<file path="src/rtl/pea_pkg.sv">
// Shared definitions for the polynomial evaluation accelerator controllers.
//   - STP status codes reported on the status port
//   - FSM state type for the STP controller
//   - clog2 helper usable in parameter expressions
package pea_pkg;

    localparam logic [31:0] STP_OK         = 32'd0;
    localparam logic [31:0] STP_ERR_N      = 32'd2;
    localparam logic [31:0] STP_ERR_A      = 32'd3;
    localparam logic [31:0] STP_ERR_AVAIL  = 32'd4;
    localparam logic [31:0] STP_STATUS_RST = 32'hFFFF_FFFF;

    typedef enum logic [2:0] {
        ST_IDLE   = 3'd0,
        ST_CHECK  = 3'd1,
        ST_STREAM = 3'd2,
        ST_DRAIN  = 3'd3,
        ST_END    = 3'd4
    } stp_state_e;

    // Ceiling log2; returns 0 for inputs of 0 or 1.
    function automatic int clog2(input int value);
        int r;
        int v;
        r = 0;
        v = value - 1;
        while (v > 0) begin
            r = r + 1;
            v = v >> 1;
        end
        return r;
    endfunction

endpackage

</file>
<file path="src/rtl/stp_rd_pipe.sv">
// Read-tracking shift register for the STP controller.
// Each stage carries the valid bit and the coefficient index k of one
// outstanding data-RAM read; the last stage lines up with the cycle in
// which the RAM returns that read's data.
//   clk, rst   : clock, synchronous active-high clear of all stages
//   in_valid   : a read is issued this cycle
//   in_idx     : index k of that read
//   out_valid  : read data for out_idx is on the RAM bus this cycle
//   out_idx    : index k of the returning read
module stp_rd_pipe #(
    parameter int DEPTH = 1,
    parameter int IDX_W = 5
) (
    input  logic             clk,
    input  logic             rst,
    input  logic             in_valid,
    input  logic [IDX_W-1:0] in_idx,
    output logic             out_valid,
    output logic [IDX_W-1:0] out_idx
);

    logic [DEPTH-1:0] vld_q;
    logic [DEPTH-1:0] vld_d;
    logic [IDX_W-1:0] idx_q [DEPTH];
    logic [IDX_W-1:0] idx_d [DEPTH];

    always_comb begin
        vld_d[0] = in_valid;
        idx_d[0] = in_idx;
        for (int unsigned i = 1; i < DEPTH; i++) begin
            vld_d[i] = vld_q[i-1];
            idx_d[i] = idx_q[i-1];
        end
    end

    always_ff @(posedge clk) begin
        if (rst) begin
            vld_q <= '0;
            for (int unsigned i = 0; i < DEPTH; i++) begin
                idx_q[i] <= '0;
            end
        end else begin
            vld_q <= vld_d;
            for (int unsigned i = 0; i < DEPTH; i++) begin
                idx_q[i] <= idx_d[i];
            end
        end
    end

    assign out_valid = vld_q[DEPTH-1];
    assign out_idx   = idx_q[DEPTH-1];

endmodule

</file>
<file path="src/rtl/stp_fsm_gen.sv">
// STP (store-polynomial) controller: copies N+1 coefficients from data RAM,
// starting at rd_addr_data, into coefficient slot A of S RAM.
//   clk, rst               : clock, synchronous active-high reset
//   start_stp              : start request, sampled only in IDLE
//   rd_addr_data, A, N     : first data address, target slot, degree
//   avail_data             : unread words available in data RAM
//   next_c                 : data RAM read data (RD_LATENCY after enable)
//   busy, done_stp         : transfer in progress / one-cycle completion
//   en_rd_data, rd_addr_data_updated : data RAM read port
//   en_wr_S, wr_addr_S, c  : S RAM write port
//   result, status         : words written and status code, valid on done
// All outputs are registered.
module stp_fsm_gen
    import pea_pkg::*;
#(
    parameter int WORD_SIZE   = 16,
    parameter int BUFFER_SIZE = 1024,
    parameter int NUM_VEC     = 8,
    parameter int MAX_N       = 10,
    parameter int RD_LATENCY  = 1,
    parameter int A_W         = 4,
    parameter int N_W         = 5,
    parameter int ADDR_W      = clog2(BUFFER_SIZE),
    parameter int S_ADDR_W    = clog2(NUM_VEC * (MAX_N + 1))
) (
    input  logic                 clk,
    input  logic                 rst,
    input  logic                 start_stp,
    input  logic [ADDR_W-1:0]    rd_addr_data,
    input  logic [A_W-1:0]       A,
    input  logic [N_W-1:0]       N,
    input  logic [ADDR_W:0]      avail_data,
    input  logic [WORD_SIZE-1:0] next_c,
    output logic                 busy,
    output logic                 done_stp,
    output logic                 en_rd_data,
    output logic [ADDR_W-1:0]    rd_addr_data_updated,
    output logic                 en_wr_S,
    output logic [S_ADDR_W-1:0]  wr_addr_S,
    output logic [WORD_SIZE-1:0] c,
    output logic [31:0]          result,
    output logic [31:0]          status
);

    localparam int STRIDE = MAX_N + 1;

    stp_state_e state_q, state_d;

    logic [A_W-1:0]       a_q, a_d;
    logic [N_W-1:0]       n_q, n_d;
    logic [ADDR_W:0]      avail_q, avail_d;
    logic [N_W-1:0]       rd_cnt_q, rd_cnt_d;
    logic                 wr_last_q, wr_last_d;

    logic                 busy_q, busy_d;
    logic                 done_q, done_d;
    logic                 en_rd_q, en_rd_d;
    logic [ADDR_W-1:0]    rd_addr_q, rd_addr_d;
    logic                 en_wr_q, en_wr_d;
    logic [S_ADDR_W-1:0]  wr_addr_q, wr_addr_d;
    logic [WORD_SIZE-1:0] c_q, c_d;
    logic [31:0]          result_q, result_d;
    logic [31:0]          status_q, status_d;

    logic                 pipe_vld;
    logic [N_W-1:0]       pipe_idx;

    // en_rd_q is high exactly in the cycles a read is on the bus, and
    // rd_cnt_q is that read's index, so they feed the tracker directly.
    stp_rd_pipe #(
        .DEPTH (RD_LATENCY),
        .IDX_W (N_W)
    ) u_rd_pipe (
        .clk       (clk),
        .rst       (rst),
        .in_valid  (en_rd_q),
        .in_idx    (rd_cnt_q),
        .out_valid (pipe_vld),
        .out_idx   (pipe_idx)
    );

    always_comb begin
        state_d   = state_q;
        a_d       = a_q;
        n_d       = n_q;
        avail_d   = avail_q;
        rd_cnt_d  = rd_cnt_q;
        wr_last_d = 1'b0;
        busy_d    = busy_q;
        done_d    = 1'b0;
        en_rd_d   = en_rd_q;
        rd_addr_d = rd_addr_q;
        en_wr_d   = 1'b0;
        wr_addr_d = wr_addr_q;
        c_d       = c_q;
        result_d  = result_q;
        status_d  = status_q;

        // Write path runs off the tracker independently of the state so
        // that returning reads are written even after STREAM has ended.
        if (pipe_vld) begin
            en_wr_d   = 1'b1;
            c_d       = next_c;
            wr_addr_d = S_ADDR_W'(a_q) * S_ADDR_W'(STRIDE) + S_ADDR_W'(pipe_idx);
            wr_last_d = (pipe_idx == n_q);
        end

        case (state_q)
            ST_IDLE: begin
                if (start_stp) begin
                    a_d       = A;
                    n_d       = N;
                    avail_d   = avail_data;
                    rd_addr_d = rd_addr_data;
                    busy_d    = 1'b1;
                    state_d   = ST_CHECK;
                end
            end

            ST_CHECK: begin
                if (32'(n_q) > 32'(MAX_N)) begin
                    status_d = STP_ERR_N;
                    result_d = '0;
                    busy_d   = 1'b0;
                    done_d   = 1'b1;
                    state_d  = ST_END;
                end else if (32'(a_q) >= 32'(NUM_VEC)) begin
                    status_d = STP_ERR_A;
                    result_d = '0;
                    busy_d   = 1'b0;
                    done_d   = 1'b1;
                    state_d  = ST_END;
                end else if ((32'(n_q) + 32'd1) > 32'(avail_q)) begin
                    status_d = STP_ERR_AVAIL;
                    result_d = '0;
                    busy_d   = 1'b0;
                    done_d   = 1'b1;
                    state_d  = ST_END;
                end else begin
                    en_rd_d  = 1'b1;
                    rd_cnt_d = '0;
                    state_d  = ST_STREAM;
                end
            end

            ST_STREAM: begin
                rd_addr_d = (rd_addr_q == ADDR_W'(BUFFER_SIZE - 1)) ? '0
                                                                    : rd_addr_q + 1'b1;
                rd_cnt_d  = rd_cnt_q + 1'b1;
                if (rd_cnt_q == n_q) begin
                    en_rd_d = 1'b0;
                    state_d = ST_DRAIN;
                end
            end

            ST_DRAIN: begin
                // wr_last_q marks the cycle the final write is on the S RAM port.
                if (wr_last_q) begin
                    result_d = 32'(n_q) + 32'd1;
                    status_d = STP_OK;
                    busy_d   = 1'b0;
                    done_d   = 1'b1;
                    state_d  = ST_END;
                end
            end

            ST_END: begin
                state_d = ST_IDLE;
            end

            default: begin
                state_d = ST_IDLE;
            end
        endcase
    end

    always_ff @(posedge clk) begin
        if (rst) begin
            state_q   <= ST_IDLE;
            a_q       <= '0;
            n_q       <= '0;
            avail_q   <= '0;
            rd_cnt_q  <= '0;
            wr_last_q <= 1'b0;
            busy_q    <= 1'b0;
            done_q    <= 1'b0;
            en_rd_q   <= 1'b0;
            rd_addr_q <= '0;
            en_wr_q   <= 1'b0;
            wr_addr_q <= '0;
            c_q       <= '0;
            result_q  <= '0;
            status_q  <= STP_STATUS_RST;
        end else begin
            state_q   <= state_d;
            a_q       <= a_d;
            n_q       <= n_d;
            avail_q   <= avail_d;
            rd_cnt_q  <= rd_cnt_d;
            wr_last_q <= wr_last_d;
            busy_q    <= busy_d;
            done_q    <= done_d;
            en_rd_q   <= en_rd_d;
            rd_addr_q <= rd_addr_d;
            en_wr_q   <= en_wr_d;
            wr_addr_q <= wr_addr_d;
            c_q       <= c_d;
            result_q  <= result_d;
            status_q  <= status_d;
        end
    end

    assign busy                 = busy_q;
    assign done_stp             = done_q;
    assign en_rd_data           = en_rd_q;
    assign rd_addr_data_updated = rd_addr_q;
    assign en_wr_S              = en_wr_q;
    assign wr_addr_S            = wr_addr_q;
    assign c                    = c_q;
    assign result               = result_q;
    assign status               = status_q;

endmodule

</file>
<file path="config.mk">
export PLATFORM = sky130hd
export DESIGN_NAME = stp_fsm_gen
export DESIGN_NICKNAME = d
export VERILOG_FILES = /design/src/rtl/pea_pkg.sv /design/src/rtl/stp_rd_pipe.sv /design/src/rtl/stp_fsm_gen.sv
export SDC_FILE = /design/constraint.sdc
export NUM_CORES = 1
export LEC_CHECK = 0
export CORE_MARGIN = 3
export CORE_UTILIZATION = 46
export DETAILED_ROUTE_END_ITERATION = 8
export HOLD_SLACK_MARGIN = 0.06
export PLACE_DENSITY_LB_ADDON = 0.12
export SLEW_MARGIN = 15
export SYNTH_ARGS = -nofsm -noshare
export SYNTH_HDL_FRONTEND = slang
export SYNTH_SLANG_ARGS = --single-unit
</file>
<file path="constraint.sdc">
create_clock -name clk -period 3.3 [get_ports clk]
set_clock_uncertainty 0.05 [all_clocks]
set_input_delay 0.33 -clock clk [delete_from_list [all_inputs] [get_ports clk]]
set_output_delay 0.33 -clock clk [all_outputs]
set_load 0.05 [all_outputs]
</file>
# After elaboration in Yosys (flattened, before gate mapping)
# Memory sizes are Yosys's and may differ from the RTL's.
# Cells that the tools add are included.
[word_totals]
mem_bits_ro = 0
reg_bits = 131
latchBits = 0
memories = 1
in_bits = 49
output_inout_bits = 101
ramBits = 5
[op_classes]
div_mod_pow = 0
eq_ne = 13
n_shift = 0
mul = 1
n_reduce_logical = 14
magnitude_cmp = 3
bitwise = 1
n_addsub = 4
muxes = 46
[mem_list]
columns = ["memory", "depth", "word_bits", "read_ports", "rd_clocked_by_memory_dff", "write_ports", "line", "rtl"]
rows = [
  ["u_rd_pipe.idx_q", 1, 5, 1, 0, 1, "stp_rd_pipe.sv:24", "logic [IDX_W-1:0] idx_q [DEPTH];"],
]
[ops]
columns = ["cell", "count"]
rows = [
  ["$mux 32", 8],
  ["$pmux 32 s2", 2],
  ["$gt 32x11->1", 1],
  ["$mux 10", 2],
  ["$mux 5", 4],
  ["$pmux 10 s2", 1],
  ["$mux 1", 18],
  ["$mux 3", 6],
  ["$ne 2x2->1 const B", 6],
  ["$pmux 3 s4", 1],
  ["$add 10x1->10 const B", 1],
  ["$eq 10x10->1 const B", 1],
  ["$eq 5x5->1", 2],
  ["$pmux 5 s2", 1],
  ["$reduce_and 4->1", 2],
  ["$add 7x5->7", 1],
  ["$mul 4x4->7 const B", 1],
  ["$add 5x1->6 const B", 1],
  ["$eq 3x2->1 const B", 2],
  ["$reduce_and 3->1", 2],
  ["$reduce_bool 2->1", 3],
  ["$add 5x1->5 const B", 1],
  ["$gt 5x4->1 const B", 1],
  ["$reduce_and 5->1", 1],
  ["other kinds (11)", 13],
]

# Logic depth before layout (Yosys ltp)
# Gate-level depths: netlist (run 1).
[logic_depth]
ltp_word = 6
mapped_depth = 11
ltp_nobuf = 11

# By module
# A second synthesis (run 1) with hierarchy kept.
[unflattened]
cells_unflattened = 527
area_unflattened_um2 = 4490.6
[modules_own_cells]
columns = ["module", "n_inst", "cells_per_inst", "area_per_inst_um2"]
rows = [
  ["stp_fsm_gen", 1, 515, 4332.9],
  ["stp_rd_pipe", 1, 12, 157.7],
]

# Worst setup path before layout (run 1)
# Ideal clock, no wire load.
[synth_path]
path_kind = "flip-flop to flip-flop"
from = "register a_q[3]"
to = "register wr_addr_q[6], in the netlist wr_addr_S[6]"
n_path_buf = 0
setup_ps = 120
arrival_time_ps = 2469
t_required_ps = 3130
period_less_slack_ps = 2638
stages_incl_launch_ff = 12
setup_slack_ps = 662
cell_sequence = "dfxtp_1 -> ha_1 -> ha_1 -> inv_1 -> fa_1 -> inv_1 -> ha_1 -> o21ai_0 -> o21bai_1 -> a21oi_1 -> nor3b_1 -> a211o_1"
[synth_via]
elab_chain_len = 2
[synth_lines]
columns = ["element", "line", "rtl"]
rows = [
  ["start: declaration", "stp_fsm_gen.sv:49", "logic [A_W-1:0] a_q, a_d;"],
  ["start signal: assignment", "stp_fsm_gen.sv:180", "a_q <= '0;"],
  ["start signal: assignment", "stp_fsm_gen.sv:196", "a_q <= a_d;"],
  ["$mul 4x4->7", "stp_fsm_gen.sv:104", "wr_addr_d = S_ADDR_W'(a_q) * S_ADDR_W'(STRIDE) + S_ADDR_W'(pipe_idx);"],
  ["$add 7x5->7", "stp_fsm_gen.sv:104", ""],
  ["end signal: assignment", "stp_fsm_gen.sv:206", "wr_addr_q <= wr_addr_d;"],
  ["end: declaration", "stp_fsm_gen.sv:60", "logic [S_ADDR_W-1:0] wr_addr_q, wr_addr_d;"],
]
# No other way between the ends.
# A chain may end at the register's enable or synchronous reset.

# Final worst setup path (run 1)
# Ends and elaborated chain as after synthesis.

==> results of run 1 <==
==> cell families after synthesis <==
kind of cell / count (synthesis)
fa+ha+maj: 30
compound gates: 88
mux: 22
xor+xnor: 21
buf+inv: 110
other cells: 1
flops: 82
simple gates: 152
==> report_power, final <==
part	leakage (nW)	total (W)	switching [W]	internal, W
registers	0.667	0.00123	0.000138	0.00109
logic	1.54	0.00140	0.000913	0.000491
clock network	0.114	0.000851	0.000409	0.000442
==> layout make-up <==
type                            instances  share of cell area, %
Multi-Input combinational cell        339                   40.4
Inverter                               29                   1.95
Clock buffer                            9                   2.17
Clock inverter                          7                   1.89
Tap cell                              129                   2.83
Sequential cell                        82                   28.8
Timing Repair Buffer                  127                   22.0
==> worst register-to-register path: stages (launching register included) <==
cell and delay, ns:
dfxtp_1 0.53, ha_1 0.30, ha_1 0.27, inv_1 0.05, fa_1 0.50, inv_1 0.04, ha_1 0.33, o21ai_0 0.10
o21bai_1 0.08, a21oi_1 0.19, nor3b_1 0.07, a211o_1 0.22
==> through the flow <==
step                      setup slack (ns)  util (%)  instances  total power (W)  area [sq um]
after global routing                 0.243      60.6        722          0.00366          5710
after CTS                            0.472      60.6        722          0.00351          5710
final                                0.471      60.6        722          0.00348          5710
after floorplan                      0.662         -        531          0.00237          4620
after global placement               0.554      58.1        706          0.00263          5470
after detailed placement             0.489      58.1        706          0.00265          5470
==> sequential cells by signal, indices dropped and copies added (netlist names), 3 cells and up <==
signal and cells:
status 4, a_q 4, c 16, state_q 3, rd_addr_data_updated 10, u_rd_pipe.idx_q 5
rd_cnt_q 5, wr_addr_S 7, n_q 5, result 6, avail_q 11
==> worst paths after layout <==
kind         slack (ns)               startpoint                         to
min                0.31                      rst     status[2]$_SDFFE_PP1P_
max reg2reg        0.47      a_q[3]$_SDFFE_PP0P_  wr_addr_S[6]$_SDFFE_PP0P_
max                0.47      a_q[3]$_SDFFE_PP0P_  wr_addr_S[6]$_SDFFE_PP0P_
min reg2reg        0.41  avail_q[1]$_SDFFE_PP0P_    avail_q[1]$_SDFFE_PP0P_
==> per-layer routing <==
metal,GRT usage [%],wire length (um),vias up
met5,0,0,-
met4,4.59,143,0
met3,5.56,533,15
met2,31.5,4950,101
met1,23.4,4640,1653
li1,-,-,1791
==> placed cells by master (no fill, tap or decap), types with 3 or more instances in the layout <==
master and n:
a211o_1 3, a211oi_1 4, a21o_1 5, a21oi_1 33, a22o_1 5, and3_1 6
buf_4 4, clkbuf_8 9, clkdlybuf4s50_1 122, conb_1 26, dfxtp_1 82, fa_1 4
ha_1 26, inv_1 28, mux2i_1 21, nand2_1 57, nand2b_1 3, nand3_1 14
nand4_1 6, nor2_1 36, nor2b_1 8, nor3_1 9, nor3b_1 3, o21ai_0 11
xnor2_1 12, xor2_1 9
==> reports/metrics.csv, run 1 <==
stage,metric,value,unit
yosys,Synth Area in Compound Gates,14.0,%
die,Core Region,0.00942,sq mm
clock_network,"Clk pin slew, worst setup/hold paths",0.10,ns
timing,final setup violating endpoints,0,
critical_path,CP cell instances,ha_1 > ha_1 > inv_1 > fa_1 > inv_1 > ha_1 > o21ai_0 > o21bai_1 > a21oi_1 > nor3b_1 > a211o_1,
power,P per Cell Area,610,mW/mm^2
timing,period utilisation layout,85.7,%
layout,ant diodes,0,
critical_path,most frequent CP cell,ha_1,
die,Initial Util,48.1,%
drt,DR DRC count,0,
yosys,Mean Syn Cell Area,8.95,sq um
yosys,largest cells by area after synthesis,"dfxtp_1 (36%), buf_4 (9.0%), ha_1 (7.2%)",
layout,Area Overhead vs Synth,26.0,%
layout,Reg area,0.00164,sq mm
clock_network,Max clock buf depth,2,
yosys,mux contribution to synthesized area,4.89,%
drt,Iter 0 DRT Violations,147,
drt,DRT Pass-1 Iters,4,
critical_path,CP max-delay cell,dfxtp_1,
die,Top-Level Pins,150,
die,Die Height,105,um
timing,Tightest Pin Transition,0.835,ns
timing,Max transition margin,44.3,%
clock_network,postcts setup bufs,0,
layout,share of cells above drive strength 1,6.58,%
global_route,grt ovf,0,
status,outcome,finished clean,
min_path,worst hold path type,primary input to flip-flop,
power,Worst VDD drop,301,uV
yosys,register area share after synthesis,36.3,%
clock_network,H-tree Lvls,3,
clock_network,Root Buffer,clkbuf_8,
die,DIE WIDTH,105,um
global_route,first-pass GRT wire length,16900,um
timing,Fin Hold WS,0.313,ns
critical_path,crit path DAT,3.04,ns
min_path,hold depth,3,
yosys,Synth top cells by count,"dfxtp_1 (82), nand2_1 (57), buf_4 (54), nor2_1 (36), a21oi_1 (33)",
timing,Setup TNS Final,0,ns
global_route,largest net degree at the start of global routing,70,
timing,final hold viol count,0,
yosys,YS warnings,0,
clock_network,post-CTS sizing,0,
critical_path,r2r worst-path depth,11,
critical_path,crit-path max FO,7,
critical_path,CP startpoint kind,flip-flop,
yosys,largest area contributor in the synthesized netlist,dfxtp_1,
timing,f_max,353,MHz
clock_network,Worst-Skew Late Latency,0.36,ns
drt,Post-DRT Antenna Nets,0,
clock_network,CTS Hold Bufs,0,
yosys,synthesized flop and latch total,82,
clock_network,TritonCTS clock tree,yes,
critical_path,"Req. time, crit path",3.51,ns
critical_path,Max stage delay on crit path,0.53,ns
yosys,most common cell in the netlist,dfxtp_1,
yosys,"Cell Area, Synth",0.00453,sq mm
critical_path,kind of critical path,flip-flop to flip-flop,
global_route,initial antenna violation count,0,
drt,wire length per cell,14.2,um
place,post-DP HPWL,7370,um
drt,WL final,10300,um
yosys,Async SR Flop Fraction,0,%
critical_path,CP top delay family,adder cells,
layout,Layout Nets,667,
timing,RSZ-0062 raised after global routing,false,
yosys,largest family of logic cells by synthesized area,simple AND/OR/NAND/NOR gates,
critical_path,CP Depth,11,
layout,Layout fillers,866,
clock_network,CTS Buf Count,9,
yosys,"EDFF count, synth",0,
drt,Via Count,3560,
timing,max-slew violations,0,
yosys,"Top FF cell, synth",dfxtp_1,
place,Final GP Congestion,0.835,
yosys,post-synth top area share,36.3,%
power,leakage,2.32,nW
critical_path,WP buf/inv,2,
yosys,post-synthesis xor/xnor area fraction,4.06,%
drt,vias per cell,4.93,
flow_run,max_cap viols,0,
timing,Final Critical Period,2.83,ns
global_route,vias in the first global route,3457,
global_route,Tot GR Track Use,18.7,%
critical_path,critical path capture point type,flip-flop,
die,row cnt,35,
yosys,Cells after Synth,506,
yosys,post-synthesis adder-cell area fraction,8.96,%
place,I/O Buffers,123,
layout,area of the multi-input gates,0.00230,sq mm
yosys,simple-gate share of the synthesized area,16.8,%
die,full die area,0.0111,sq mm
clock_network,CTS Sinks,82,
yosys,Synth cell types,62,
No activity file was read; power rests on OpenSTA's default activity.
==> run 2: changes to the inputs <==
ABC_CLOCK_PERIOD_IN_PS = 3300   (was unset)
==> results of run 2 <==
The final DEF is identical to that of run 1; final timing and power are the same.
